<file path="config.mk">
export PLATFORM = sky130hd
export DESIGN_NAME = reflet_int_conditioner
export DESIGN_NICKNAME = d
export VERILOG_FILES = /design/src/rtl/reflet_int_conditioner_pkg.sv /design/src/rtl/reflet_sync.sv /design/src/rtl/reflet_int_conditioner.sv
export SDC_FILE = /design/constraint.sdc
export NUM_CORES = 1
export LEC_CHECK = 0
export CAP_MARGIN = 10
export CORE_MARGIN = 2
export CORE_UTILIZATION = 42
export CTS_CLUSTER_SIZE = 16
export DETAILED_ROUTE_END_ITERATION = 10
export PLACE_DENSITY = 0.71
export SYNTH_ARGS = -nofsm -noshare
export SYNTH_HDL_FRONTEND = slang
export SYNTH_SLANG_ARGS = --single-unit
</file>
<file path="constraint.sdc">
create_clock -name clk -period 1.18 [get_ports clk]
set_input_delay 0.236 -clock clk [delete_from_list [all_inputs] [get_ports clk]]
set_output_delay 0.236 -clock clk [all_outputs]
set_load 0.02 [all_outputs]
</file>
<file path="src/rtl/reflet_int_conditioner_pkg.sv">
// Shared constants and types for the Reflet external interrupt conditioner.
package reflet_int_conditioner_pkg;

    localparam int unsigned num_lines = 4;
    localparam int unsigned addr_w    = 2;

    // Register addresses on the configuration port
    localparam logic [addr_w-1:0] cond_mode  = 2'd0;
    localparam logic [addr_w-1:0] cond_pol   = 2'd1;
    localparam logic [addr_w-1:0] cond_pend  = 2'd2;
    localparam logic [addr_w-1:0] cond_force = 2'd3;

    typedef struct packed {
        logic [num_lines-1:0] mode;
        logic [num_lines-1:0] pol;
    } cond_cfg_t;

    function automatic logic [num_lines-1:0] rise_of(
        input logic [num_lines-1:0] s,
        input logic [num_lines-1:0] h
    );
        return s & ~h;
    endfunction

endpackage

</file>
<file path="src/rtl/reflet_sync.sv">
// Single-bit synchroniser chain with asynchronous active-high reset.
module reflet_sync #(
    parameter int unsigned stages = 2
) (
    input  logic clk,
    input  logic reset,
    input  logic d,
    output logic q
);

    logic [stages-1:0] chain;

    always_ff @(posedge clk or posedge reset) begin
        if (reset) chain <= '0;
        else       chain <= {chain[stages-2:0], d};
    end

    assign q = chain[stages-1];

endmodule

</file>
<file path="src/rtl/reflet_int_conditioner.sv">
// Synchronises, polarity-corrects and level/edge-conditions four external
// interrupt lines ahead of the Reflet interrupt controller.
module reflet_int_conditioner
    import reflet_int_conditioner_pkg::*;
#(
    parameter int unsigned wordsize    = 16,
    parameter int unsigned sync_stages = 2
) (
    input  logic                 clk,
    input  logic                 reset,
    input  logic                 enable,
    input  logic [3:0]           irq_in,
    input  logic                 ack_valid,
    input  logic [1:0]           ack_id,
    input  logic [1:0]           cfg_addr,
    input  logic                 cfg_write,
    input  logic                 cfg_read,
    input  logic [wordsize-1:0]  cfg_wdata,
    output logic [wordsize-1:0]  cfg_rdata,
    output logic [3:0]           ext_int
);

    logic [num_lines-1:0] sync_q;
    cond_cfg_t            cfg_q;
    logic [num_lines-1:0] pend_q, hist_q, ext_q;
    logic [wordsize-1:0]  rdata_q;

    logic                 wr_mode, wr_pol, wr_pend, wr_force;
    logic [num_lines-1:0] wdata4, mode_n, pol_n, mode_chg;
    logic [num_lines-1:0] s, rise, force_bits, w1c_bits, ack_bits;
    logic [num_lines-1:0] pend_n, ext_n, hist_n;
    logic [num_lines-1:0] rd_mux;
    logic                 unused_wdata;

    assign unused_wdata = ^cfg_wdata;

    // Config write decode and next register values
    always_comb begin
        wr_mode    = cfg_write && (cfg_addr == cond_mode);
        wr_pol     = cfg_write && (cfg_addr == cond_pol);
        wr_pend    = cfg_write && (cfg_addr == cond_pend);
        wr_force   = cfg_write && (cfg_addr == cond_force);
        wdata4     = cfg_wdata[num_lines-1:0];
        mode_n     = wr_mode ? wdata4 : cfg_q.mode;
        pol_n      = wr_pol ? wdata4 : cfg_q.pol;
        mode_chg   = cfg_q.mode ^ mode_n;
        force_bits = wr_force ? wdata4 : '0;
        w1c_bits   = wr_pend ? wdata4 : '0;
        s          = sync_q ^ cfg_q.pol;
        rise       = rise_of(s, hist_q);
    end

    // Polarity/mode writes re-seed history so the change itself is not an edge
    always_comb begin
        hist_n = hist_q;
        if (wr_mode || wr_pol) hist_n = sync_q ^ pol_n;
        else if (enable)       hist_n = s;
    end

    for (genvar i = 0; i < int'(num_lines); i++) begin : g_line
        logic set_c, clr_c;

        reflet_sync #(.stages(sync_stages)) u_sync (
            .clk   (clk),
            .reset (reset),
            .d     (irq_in[i]),
            .q     (sync_q[i])
        );

        assign ack_bits[i] = ack_valid && (ack_id == 2'(i));
        assign set_c       = rise[i] | force_bits[i];
        assign clr_c       = w1c_bits[i] | ack_bits[i];

        // Set beats clear; level-mode lines and mode changes force pending low
        assign pend_n[i] = enable
            ? (((pend_q[i] & ~clr_c) | set_c) & cfg_q.mode[i] & ~mode_chg[i])
            : (pend_q[i] & ~mode_chg[i]);

        assign ext_n[i] = enable ? (mode_n[i] ? pend_n[i] : s[i]) : ext_q[i];
    end

    always_comb begin
        rd_mux = '0;
        case (cfg_addr)
            cond_mode: rd_mux = cfg_q.mode;
            cond_pol:  rd_mux = cfg_q.pol;
            cond_pend: rd_mux = pend_q;
            default:   rd_mux = '0;
        endcase
    end

    always_ff @(posedge clk or posedge reset) begin
        if (reset) begin
            cfg_q   <= '0;
            pend_q  <= '0;
            hist_q  <= '0;
            ext_q   <= '0;
            rdata_q <= '0;
        end else begin
            cfg_q.mode <= mode_n;
            cfg_q.pol  <= pol_n;
            pend_q     <= pend_n;
            hist_q     <= hist_n;
            ext_q      <= ext_n;
            rdata_q    <= cfg_read ? wordsize'(rd_mux) : '0;
        end
    end

    assign ext_int   = ext_q;
    assign cfg_rdata = rdata_q;

endmodule

</file>
Yosys cells after proc, flatten, opt, wreduce, memory -nomap -nowiden
Cells that the tools add are included.

Reductions and logical operators: 12. Equal/unequal tests: 6. Bitwise operators: 41. Muxes and demuxes: 16.

Operators with widths (number): $mux 4 (7); $and 1x1->1 (16); $or 1x1->1 (12); $pmux 4 s3 (1); $xor 4x4->4 (3); $eq 2x2->1 const B (4); $logic_and 1x1->1 (8); $mux 1 (8); $not 1->1 (8); $and 4x4->4 (1); $eq 2x1->1 const B (2); $logic_not 2->1 (2); $not 4->4 (1); $reduce_bool 2->1 (1); $logic_or 1x1->1 (1).

Bits of input ports: 30. Register bits: 32. Output and inout port bits: 20.

Longest topological paths before layout
Depth in word-level cells: 11. Gate-level depth with buffers: 6.

By module
A second synthesis with hierarchy kept.

Cell total of the unflattened synthesis: 172. Area total of the unflattened synthesis: 1764.2 µm².

By module, submodules not included: reflet_int_conditioner (area each 1549.0 µm², seq. area each 600.6 µm², instances 1, cells an instance 160); reflet_sync (area each 53.8 µm², seq. area each 50.0 µm², instances 4, cells an instance 3).

Worst setup path before layout
Ideal clock, no wire load.

Kind: input to register. Start point: in cfg_addr[1]. End point: reg ext_q[2], in the netlist ext_int[2]. Library setup time: 0.090 ns. Data required time: 1.090 ns. Data arrival time: 1.524 ns. Setup slack: -0.434 ns. Cell stages on the path: 5. Cell sequence: buf_2 -> nor3b_4 -> mux2_2 -> or3b_1 -> o221ai_1.

RTL lines: start: declaration (RTL line reflet_int_conditioner.sv:15) `input logic [1:0] cfg_addr,`; $logic_not 2->1 * (RTL line reflet_int_conditioner.sv:39) `wr_mode = cfg_write && (cfg_addr == cond_mode);`; $logic_and 1x1->1 * (RTL line reflet_int_conditioner.sv:39); $mux 4 * (RTL line reflet_int_conditioner.sv:44) `mode_n = wr_mode ? wdata4 : cfg_q.mode;`; via mode_n[2] (RTL line reflet_int_conditioner.sv:29) `logic [num_lines-1:0] wdata4, mode_n, pol_n, mode_chg;`; $xor 4x4->4 (RTL line reflet_int_conditioner.sv:46) `mode_chg = cfg_q.mode ^ mode_n;`; $not 1->1 (RTL line reflet_int_conditioner.sv:76, reflet_int_conditioner.sv:77); $and 1x1->1, on equally long branches (RTL line reflet_int_conditioner.sv:77, reflet_int_conditioner.sv:76); $mux 1 (RTL line reflet_int_conditioner.sv:76) `? (((pend_q[i] & ~clr_c) | set_c) & cfg_q.mode[i] & ~mode_chg[i])`; $mux 1 * (RTL line reflet_int_conditioner.sv:79) `assign ext_n[i] = enable ? (mode_n[i] ? pend_n[i] : s[i]) : ext_q[i];`; end signal: assignment (RTL line reflet_int_conditioner.sv:104) `ext_q <= ext_n;`; end: declaration (RTL line reflet_int_conditioner.sv:25) `logic [num_lines-1:0] pend_q, hist_q, ext_q;`.

The timed path passes the listed nets; every way through them passes the cells marked *. A chain may end at the register's enable or synchronous reset.

Worst setup path after layout
Start point: in cfg_wdata[1]. End point: reg pend_q[1].

Cells in the longest elaborated chain, start to end: 8.

RTL lines: start: declaration (RTL line reflet_int_conditioner.sv:18) `input logic [wordsize-1:0] cfg_wdata,`; $mux 4 (RTL line reflet_int_conditioner.sv:48) `w1c_bits = wr_pend ? wdata4 : '0;`; $or 1x1->1 (RTL line reflet_int_conditioner.sv:72) `assign clr_c = w1c_bits[i] | ack_bits[i];`; $not 1->1 (RTL line reflet_int_conditioner.sv:76); $and 1x1->1 (RTL line reflet_int_conditioner.sv:76); $or 1x1->1 (RTL line reflet_int_conditioner.sv:76); $and 1x1->1 (2 in a row) (RTL line reflet_int_conditioner.sv:76); $mux 1 * (RTL line reflet_int_conditioner.sv:76); via pend_n[1] (RTL line reflet_int_conditioner.sv:31) `logic [num_lines-1:0] pend_n, ext_n, hist_n;`; end signal: assignment (RTL line reflet_int_conditioner.sv:102) `pend_q <= pend_n;`; end: declaration (RTL line reflet_int_conditioner.sv:25).

Marked as above.

==> summary.md <==
| Metric | Value |
|---|---|
| Status | finished, violations left |
| Violated checks | negative setup slack |
| Cell variety after synth | 33 |
| Top Ports | 50 |
| Mapped Cells | 165 |
| Worst Path Required | approximately 1.4 ns |
| Worst Setup EP | pend_q[1] |
| Leak | 0.001168 uW |
| Worst Skew | about 0.0075 ns |
| Largest net degree at the start of global routing | 33 |
| Synthesized flop and latch total | 32 |
| DRC viols | 0 |
| Htree depth | 2 |
| Fin Setup TNS | -0.4163 ns |
| Worst Setup Start Kind | input port |
| First-pass DRT Iterations | 4 |
| Crit path depth | 6 |
| Detailed-route wire length per cell | 15.76 um |
| CP endpoint kind | flop |
| DIE WIDTH | between 60 and 70 um |
| Routed wire length | 4382 um |
| Die Height | 68.07 um |
| Num CTS Buffers | 5 |
| Crit path buffers/inverters | 2 |
| ANT cells | 0 |
| DRT antenna net count | 0 |
| Seq/Total Area, Yosys | 0.4644 |
| Max-cap violations | 0 |
| FP Rows | 23 |
| CTS tree | yes |
| Routed vias | 1460 |
| Tot Pwr | 3564 uW |
| Max stage delay on crit path | 0.48 ns |
| Final hold vios | 0 |
| RSZ-0062 raised after global routing | yes |
| Crit path DAT | about 1.5 ns |
| Die area | 0.004634 sq mm |
| R2R depth | 4 |
| Fin crit period | 1.260 ns |
| Area Overhead vs Synth | 44.92% |
| Worst-path clk slew | around 0.070 ns |
| Final instance area | around 0.0025 sq mm |
| Reg-to-Reg End | ext_int[3] |
| Slew Viols, Final | 0 |
| Multi-input logic area | 907.1 sq um |
| Power per cell area | ~1400 mW/mm^2 |
| Mapped Area | 0.001724 sq mm |
| Worst path cell trace | clkdlybuf4s50_1, buf_4, nand2_1, o22ai_1, a31oi_2, a22oi_1 |
| Clock Latency Late Sink | about 0.29 ns |
| DPL Wire Length | 3144 um |
| Max FO, Critical Path | 6 |
| Setup crit start | cfg_wdata[1] |
| Crit Path Class | in2reg |
| Dpl ws | -0.9276 ns |
| Placed inst area | 0.002241 sq mm |
| CTS Sinks | 32 |
| Max frequency | 793.4 MHz |
| Initial DRC Count | 71 |
| Slowest-stage cell, CP | clkdlybuf4s50_1 |
| Tot GR Track Use | 0.2131 |
| Core Box Area | roughly 0.004 sq mm |
| # fillers | 321 |
| Layout cells sized above 1 | 0.3640 |
| R2R setup slack | -0.07 ns |
| Synth warn | 0 |
| Family with the most delay on the worst path | buffers and inverters |
| Hold Path Class | in2async |
| Gr ovfl total | 0 |
| Starting Density | 0.4342 |
| RePlAce Congestion | about 0.8 |
| Final period util | 1.068 |
| Clock buffer depth | 2 |
| Vias per cell | 5.252 |
| Worst Slack Setup Final | -0.08034 ns |
| Worst r2r src | cfg_q[3] |
| Initial antenna violation count | 0 |
| Setup violations, final | 11 |
| IO buf count | 25 |
| Syn avg cell area | 10.45 sq um |
| Global-route wire length before repair | 7003 um |
| Register area | 802.0 sq um |
| Peak VDD IR | between 0.0008 and 0.0009 V |
| Clock Root Buffer | clkbuf_8 |
| Vias in the first global route | 1426 |
| Final nets | 257 |
[sequential cells by signal, indices dropped and copies added (netlist names)]
signal / cells
cfg_rdata: 4
pend_q: 4
hist_q: 4
ext_int: 4
cfg_q: 8
g_line.u_sync.chain: 8
[repair_timing]
item                                    CTS  global route
hold buffers                              0             0
gates resized for setup                  56            14
buffers inserted                          4             2
pin swaps                                13             8
endpoints found under the setup margin   32            18
[tightest hold or removal path, cell delays in order]
cell	delay, ns
clkdlybuf4s50_1	0.40
inv_1	0.09
buf_12	0.20
[cell type report]
cell class,instances,area share
inverters,6,0.009014
multi-input cells,117,0.3630
clock buffers,7,0.03856
clock inverters,1,0.01202
well taps,50,0.02504
repair buffers,65,0.2313
flip-flops and latches,32,0.3210
[Yosys cell counts (all sizes together)]
cell type | instances | area (sq um)
a31oi | 4 | 25.02
nor3b | 1 | 18.77
buf | 20 | 135.1
or3b | 4 | 35.03
nand3 | 4 | 20.02
mux2 | 5 | 56.30
dlygate4sd1 | 1 | 8.760
o211ai | 5 | 37.54
or2 | 1 | 6.260
a22oi | 4 | 30.03
o21ai | 5 | 25.02
dfrtp | 32 | 800.8
a32oi | 2 | 17.52
xnor2 | 5 | 43.79
xor2 | 4 | 35.03
o22ai | 4 | 25.02
and3b | 2 | 20.02
o221ai | 7 | 61.31
a22o | 3 | 26.28
a21oi | 1 | 5.000
nand3b | 1 | 7.510
nand2b | 5 | 38.78
nand2 | 21 | 78.83
mux2i | 4 | 40.04
a221oi | 2 | 17.52
a21o | 1 | 8.760
inv | 6 | 22.52
conb | 1 | 3.750
nor2b | 3 | 18.77
a221o | 3 | 30.03
and2 | 4 | 25.02
[cell usage in the layout (no fill, tap or decap), types with 3 or more instances in the layout]
| cell type | netlist | layout |
|---|---|---|
| a221o_1 | 3 | 3 |
| a22o_1 | 3 | 3 |
| a22oi_1 | 4 | 4 |
| a31oi_1 | 4 | 3 |
| and2_1 | 4 | 4 |
| buf_12 | 0 | 3 |
| buf_2 | 6 | 4 |
| buf_4 | 14 | 33 |
| buf_6 | 0 | 6 |
| clkbuf_8 | 0 | 7 |
| clkdlybuf4s50_1 | 0 | 10 |
| conb_1 | 1 | 12 |
| dfrtp_1 | 32 | 31 |
| dlygate4sd2_1 | 0 | 4 |
| inv_1 | 6 | 6 |
| mux2_4 | 0 | 5 |
| mux2i_1 | 4 | 4 |
| nand2_1 | 21 | 21 |
| nand2b_1 | 4 | 4 |
| nand3_1 | 4 | 4 |
| o211ai_1 | 5 | 5 |
| o21ai_0 | 5 | 4 |
| o221ai_1 | 7 | 6 |
| or3b_1 | 4 | 4 |
| xnor2_2 | 0 | 5 |
| xor2_1 | 4 | 4 |
[power by group]
group / internal (uW) / switching (uW) / total [uW] / leakage, uW
Clock: 745 / 423 / 1170 / 0.0000645
Combinational: 531 / 481 / 1010 / 0.000710
Sequential: 1260 / 127 / 1380 / 0.000393
[stage by stage]
step / hold slack, ns / utilization / cells
after global placement: 0.3351 / 0.5643 / 265
final: 0.2862 / 0.6292 / 278
after floorplan: 0.2674 / - / 176
after CTS: 0.2939 / 0.6270 / 277
after global routing: 0.3084 / 0.6292 / 278
after detailed placement: 0.3397 / 0.5643 / 265
[cells by family after synthesis]
family / count (synthesis) / share of synthesized area
buffers and inverters: 27 / 0.09652
and+or+nand+nor: 46 / 0.1560
DFF: 32 / 0.4644
other: 1 / 0.002175
muxes: 9 / 0.05588
xor gates and xnor gates: 9 / 0.04572
AOI/OAI and AO/OA: 41 / 0.1792
[metal layers]
| layer | routed length [um] | vias to the layer above | global-route usage |
|---|---|---|---|
| li1 | - | 694 | - |
| met1 | 1848 | 715 | 0.2713 |
| met2 | 2234 | 44 | 0.3434 |
| met3 | 218 | 7 | 0.05263 |
| met4 | 80 | 0 | 0.09250 |
| met5 | 0 | - | 0 |
[how the worst min path moves through the flow]
stage                                   start                   endpoint  slack (ns)  depth (start not counted)
floorplan                           irq_in[0]  g_line[0].u_sync.chain[0]        0.27                          0
global placement    g_line[3].u_sync.chain[0]  g_line[3].u_sync.chain[1]        0.34                          0
detailed placement  g_line[0].u_sync.chain[0]  g_line[0].u_sync.chain[1]        0.34                          0
CTS                                     reset                   cfg_q[6]        0.29                          3
global route                            reset                  pend_q[2]        0.31                          3
finish                                  reset  g_line[3].u_sync.chain[0]        0.29                          3
Power figures use the tool's default switching activity.
